[src/rtl/bin2bcd_seq.sv]
// bin2bcd_seq: sequential double-dabble binary to BCD converter, one bit per cycle,
// with a leading-zero blanking mask for downstream 7-segment decoders.
module bin2bcd_seq #(
  parameter int WIDTH  = 16,
  parameter int DIGITS = 5
) (
  input  logic                  clk_i,
  input  logic                  rst_i,
  input  logic                  start_i,
  input  logic [WIDTH-1:0]      bin_i,
  output logic [4*DIGITS-1:0]   bcd_o,
  output logic [DIGITS-1:0]     nz_o,
  output logic                  busy_o,
  output logic                  done_o
);
  localparam int CW = $clog2(WIDTH + 1);
  typedef enum logic [1:0] {IDLE, SHIFT, DONE} state_t;
  state_t              r_state;
  logic [WIDTH-1:0]    r_bin;
  logic [4*DIGITS-1:0] r_scr;
  logic [4*DIGITS-1:0] r_bcd;
  logic [DIGITS-1:0]   r_nz;
  logic [CW-1:0]       r_cnt;
  logic                r_busy;
  logic                r_done;
  logic [4*DIGITS-1:0] w_adj;
  logic [4*DIGITS-1:0] w_scr;
  logic [DIGITS-1:0]   w_nz;
  logic                w_seen;
  always_comb begin
    w_adj = '0;
    for (int d = 0; d < DIGITS; d++)
      w_adj[4*d+:4] = (r_scr[4*d+:4] >= 4'd5) ? r_scr[4*d+:4] + 4'd3 : r_scr[4*d+:4];
    w_scr = {w_adj[4*DIGITS-2:0], r_bin[WIDTH-1]};
  end
  // A digit is significant if it or any more-significant digit is non-zero.
  always_comb begin
    w_nz = '0;
    w_seen = 1'b0;
    for (int d = DIGITS - 1; d >= 0; d--) begin
      w_seen = w_seen | (|w_scr[4*d+:4]);
      w_nz[d] = w_seen;
    end
    w_nz[0] = 1'b1;
  end
  always_ff @(posedge clk_i) begin
    if (rst_i) begin
      r_state <= IDLE;
      r_bin   <= '0;
      r_scr   <= '0;
      r_cnt   <= '0;
      r_bcd   <= '0;
      r_nz    <= DIGITS'(1);
      r_busy  <= 1'b0;
      r_done  <= 1'b0;
    end else begin
      unique case (r_state)
        IDLE: if (start_i) begin
          r_bin   <= bin_i;
          r_scr   <= '0;
          r_cnt   <= '0;
          r_busy  <= 1'b1;
          r_state <= SHIFT;
        end
        SHIFT: begin
          r_scr <= w_scr;
          r_bin <= r_bin << 1;
          r_cnt <= r_cnt + 1'b1;
          if (r_cnt == CW'(WIDTH - 1)) begin
            r_bcd   <= w_scr;
            r_nz    <= w_nz;
            r_busy  <= 1'b0;
            r_done  <= 1'b1;
            r_state <= DONE;
          end
        end
        DONE: begin
          r_done  <= 1'b0;
          r_state <= IDLE;
        end
        default: r_state <= IDLE;
      endcase
    end
  end
  assign bcd_o  = r_bcd;
  assign nz_o   = r_nz;
  assign busy_o = r_busy;
  assign done_o = r_done;
endmodule

[config.mk]
export PLATFORM = sky130hd
export DESIGN_NAME = bin2bcd_seq
export DESIGN_NICKNAME = d
export VERILOG_FILES = /design/src/rtl/bin2bcd_seq.sv
export SDC_FILE = /design/constraint.sdc
export NUM_CORES = 1
export LEC_CHECK = 0
export BUFFER_PORTS_ARGS = -buffer_cell sky130_fd_sc_hd__buf_2
export CELL_PAD_IN_SITES_DETAIL_PLACEMENT = 0
export CELL_PAD_IN_SITES_GLOBAL_PLACEMENT = 1
export CORE_MARGIN = 2
export CORE_UTILIZATION = 45
export DETAILED_ROUTE_END_ITERATION = 12
export HOLD_SLACK_MARGIN = 0.12
export PLACE_DENSITY_LB_ADDON = 0.1
export REMOVE_ABC_BUFFERS = 1
export SYNTH_ARGS = -nofsm -noshare
export SYNTH_HDL_FRONTEND = slang
export SYNTH_SLANG_ARGS = --single-unit
[constraint.sdc]
create_clock -name clk_i -period 4.18 [get_ports clk_i]
set_input_delay 0.418 -clock clk_i [delete_from_list [all_inputs] [get_ports clk_i]]
set_output_delay 0.418 -clock clk_i [all_outputs]
set_load 0.01 [all_outputs]
==> out/metrics.cfg <==
[outcome]
outcome=completed

[grt]
grt_max_degree=40
grt_overflow=0
antenna_found_initial=0
grtUsageTotal=0.191
grt_pass1_wl_um=11900
grt_pass1_vias=2693

[synthesis]
ys_types=41
syn_area_sq_um=3280
netlist_instances=411
synth_seq_cells=69
avgSynthCellArea_sq_um=7.98
synth_edf_count=0
seq_area_frac_synth=0.421
postSynth.asyncResetShare=0
synth_ff_type=dfxtp_1
ys_warn_count=0

[routing]
drc_errors=0
finalWirelength_um=7110
drtIter0Drc=107
num_vias=2865
ant_nets=0
drt_pass1_iterations=4
wl_per_cell_um=12.9
viasPerCell=5.22

[timing]
hold_violations=0
slew_viol_final=0
fin_crit_ps=2280
slew_headroom=0.519
fmax_mhz=439
setup_viol=0
rsz0062_at_grt=false
tns_ps=0
period_share=0.544
worst_slew_pin_slew_ps=722
fin_skew_ps=6.95

[worst_setup_path]
setup.worst_path.start=r_cnt[0]
reg2reg_to=nz_o[1]
rr_worst_depth=8
cp.arrival_ps=2480
cp_max_fo=15
cp.required_ps=4390
path_class=flop to flop
cp-start-kind=flop
cp-endpoint=nz_o[1]
cp-end-kind=flop
r2r-start=r_cnt[0]
reg2reg_slack_ps=1900

[floorplanning]
coreArea_sq_um=7140
die-area_sq_um=7990
die_w_um=89.4
start_util=0.460
top_level_ports=46
num_rows=31
die_y_um=89.4

[clocking]
cts-buffers-inserted=9
cts_tree=done
cts_resized=0
clock_sinks=69
cts.reportedPaths.clkPinSlew_ps=70
clockBufferDepth=2
postCtsHoldBufs=0
cts.htree.levels=3
cts_setup_buffers=0
clock_latency_ps=340
cts_root_buf=clkbuf_8

[run]
cap_viol_max_count=0

[final_layout]
finalNetCount=476
area_delta_synth_final_pct=15.3
drive_above_1_share=0.158
fillers=751
stdcell_area_sq_um=3780
antenna_cells=0

[place]
place.gp.congestion=0.736
placed_area_sq_um=3560
port_buffers=44
place_hpwl_um=4810

[hold_path]
hp-class=input pin to flop

[power_and_ir_drop]
p_leak_nw=1.55
ir_drop_mv=0.231
p_per_area_nw_per_um2=371

## area by class of cell
class / count / area (sq um) / share of cell area
flip-flops and latches: 69 / 1380 / 0.365
clock inverters: 4 / 70.1 / 0.0185
well taps: 99 / 124 / 0.0327
clock buffers: 12 / 155 / 0.0410
multi-input cells: 301 / 1740 / 0.459
inverters: 14 / 52.6 / 0.0139
repair buffers: 50 / 265 / 0.0701
## worst min path at each step
stage	startpoint	endpoint	slack, ps	depth (start not counted)
final	bin_i[13]	r_bin[13]	430	3
after global routing	bin_i[15]	r_bin[15]	430	3
after CTS	bin_i[13]	r_bin[13]	420	3
after detailed placement	bcd_o[9]	bcd_o[9]	450	2
after global placement	bcd_o[9]	bcd_o[9]	440	2
after floorplan	r_bin[12]	r_bin[12]	440	2
## cell usage in the layout, fill, tap and decap left out, types with 2 or more instances in the layout
cell       instances
a211oi_1          13
a21o_1             4
a21oi_1           43
a22oi_1           13
a2bb2oi_1          4
and3_1             3
buf_2             44
buf_4              6
bufinv_16          2
clkbuf_8          11
clkinv_2           2
dfxtp_1           69
ha_1              12
inv_1             13
mux2i_1            6
nand2_1           32
nand2b_1           5
nand3_1            7
nand3b_1           2
nor2_1            78
nor2b_1           12
nor3_1            21
nor3b_1           10
o21ai_0           13
o21ai_1            2
o22ai_1            2
xnor2_1            5
## Yosys cell counts, drive strengths merged (2+ instances only)
library cell / count / area (sq um)
ha: 12 / 150
a2111oi: 2 / 36.3
nand2b: 5 / 31.3
dfxtp: 69 / 1380
xnor2: 5 / 43.8
a21o: 4 / 30.0
o22ai: 2 / 12.5
and3: 3 / 18.8
inv: 13 / 48.8
buf: 8 / 41.3
nand3: 7 / 35.0
o21ai: 15 / 75.1
nor3b: 10 / 75.1
nor2: 79 / 297
a211oi: 14 / 110
clkbuf: 19 / 72.6
nor2b: 12 / 75.1
nand2: 32 / 120
mux2i: 6 / 60.1
nor3: 21 / 105
a22oi: 13 / 97.6
nand3b: 3 / 35.0
a2bb2oi: 4 / 35.0
a21oi: 44 / 224
## per-layer routing
metal	track usage	wire length [um]	part of all wire
met1	0.233	3420	0.48
met2	0.329	3390	0.48
met3	0.0351	209	0.029
met4	0.0773	95	0.013
met5	0	0	0
## registers in the layout (all words and copies together) (netlist names)
| signal | count |
|---|---|
| nz_o | 4 |
| r_state | 2 |
| r_cnt | 5 |
| bcd_o | 20 |
| done_o | 1 |
| r_scr | 20 |
| r_bin | 16 |
| busy_o | 1 |
## cell families after synthesis
logic type / Yosys count / synth area share
AO/OA/AOI/OAI: 103 / 0.202
other: 1 / 0.00114
XOR/XNOR: 5 / 0.0133
multiplexers: 6 / 0.0183
buffers and inverters: 41 / 0.0507
adder cells (fa/ha/maj): 12 / 0.0458
AND/OR/NAND/NOR: 174 / 0.248
flip-flops: 69 / 0.421
## stage by stage
stage,std cells,hold WS (ps),power [mW],setup WS (ps),utilization
final,549,426,1.41,1900,0.530
after global routing,549,434,1.47,1740,0.530
after CTS,549,416,1.42,1890,0.530
after detailed placement,533,450,0.811,1900,0.499
after global placement,533,442,0.809,1950,0.499
after floorplan,384,437,0.764,1720,-
## critical path, stage by stage (launching register included)
cell	delay [ps]
dfxtp_1	380
ha_1	210
and3_1	170
ha_1	230
nand3b_4	230
a211oi_2	290
nand3b_1	150
a2111oi_4	360
a311oi_1	140
## power breakdown
| part | switching [mW] | total (mW) | internal [mW] |
|---|---|---|---|
| combinational | 0.0660 | 0.107 | 0.0407 |
| clock | 0.245 | 0.612 | 0.367 |
| sequential | 0.0112 | 0.687 | 0.676 |
| total | 0.322 | 1.41 | 1.08 |
No activity file was read; power rests on OpenSTA's default activity.
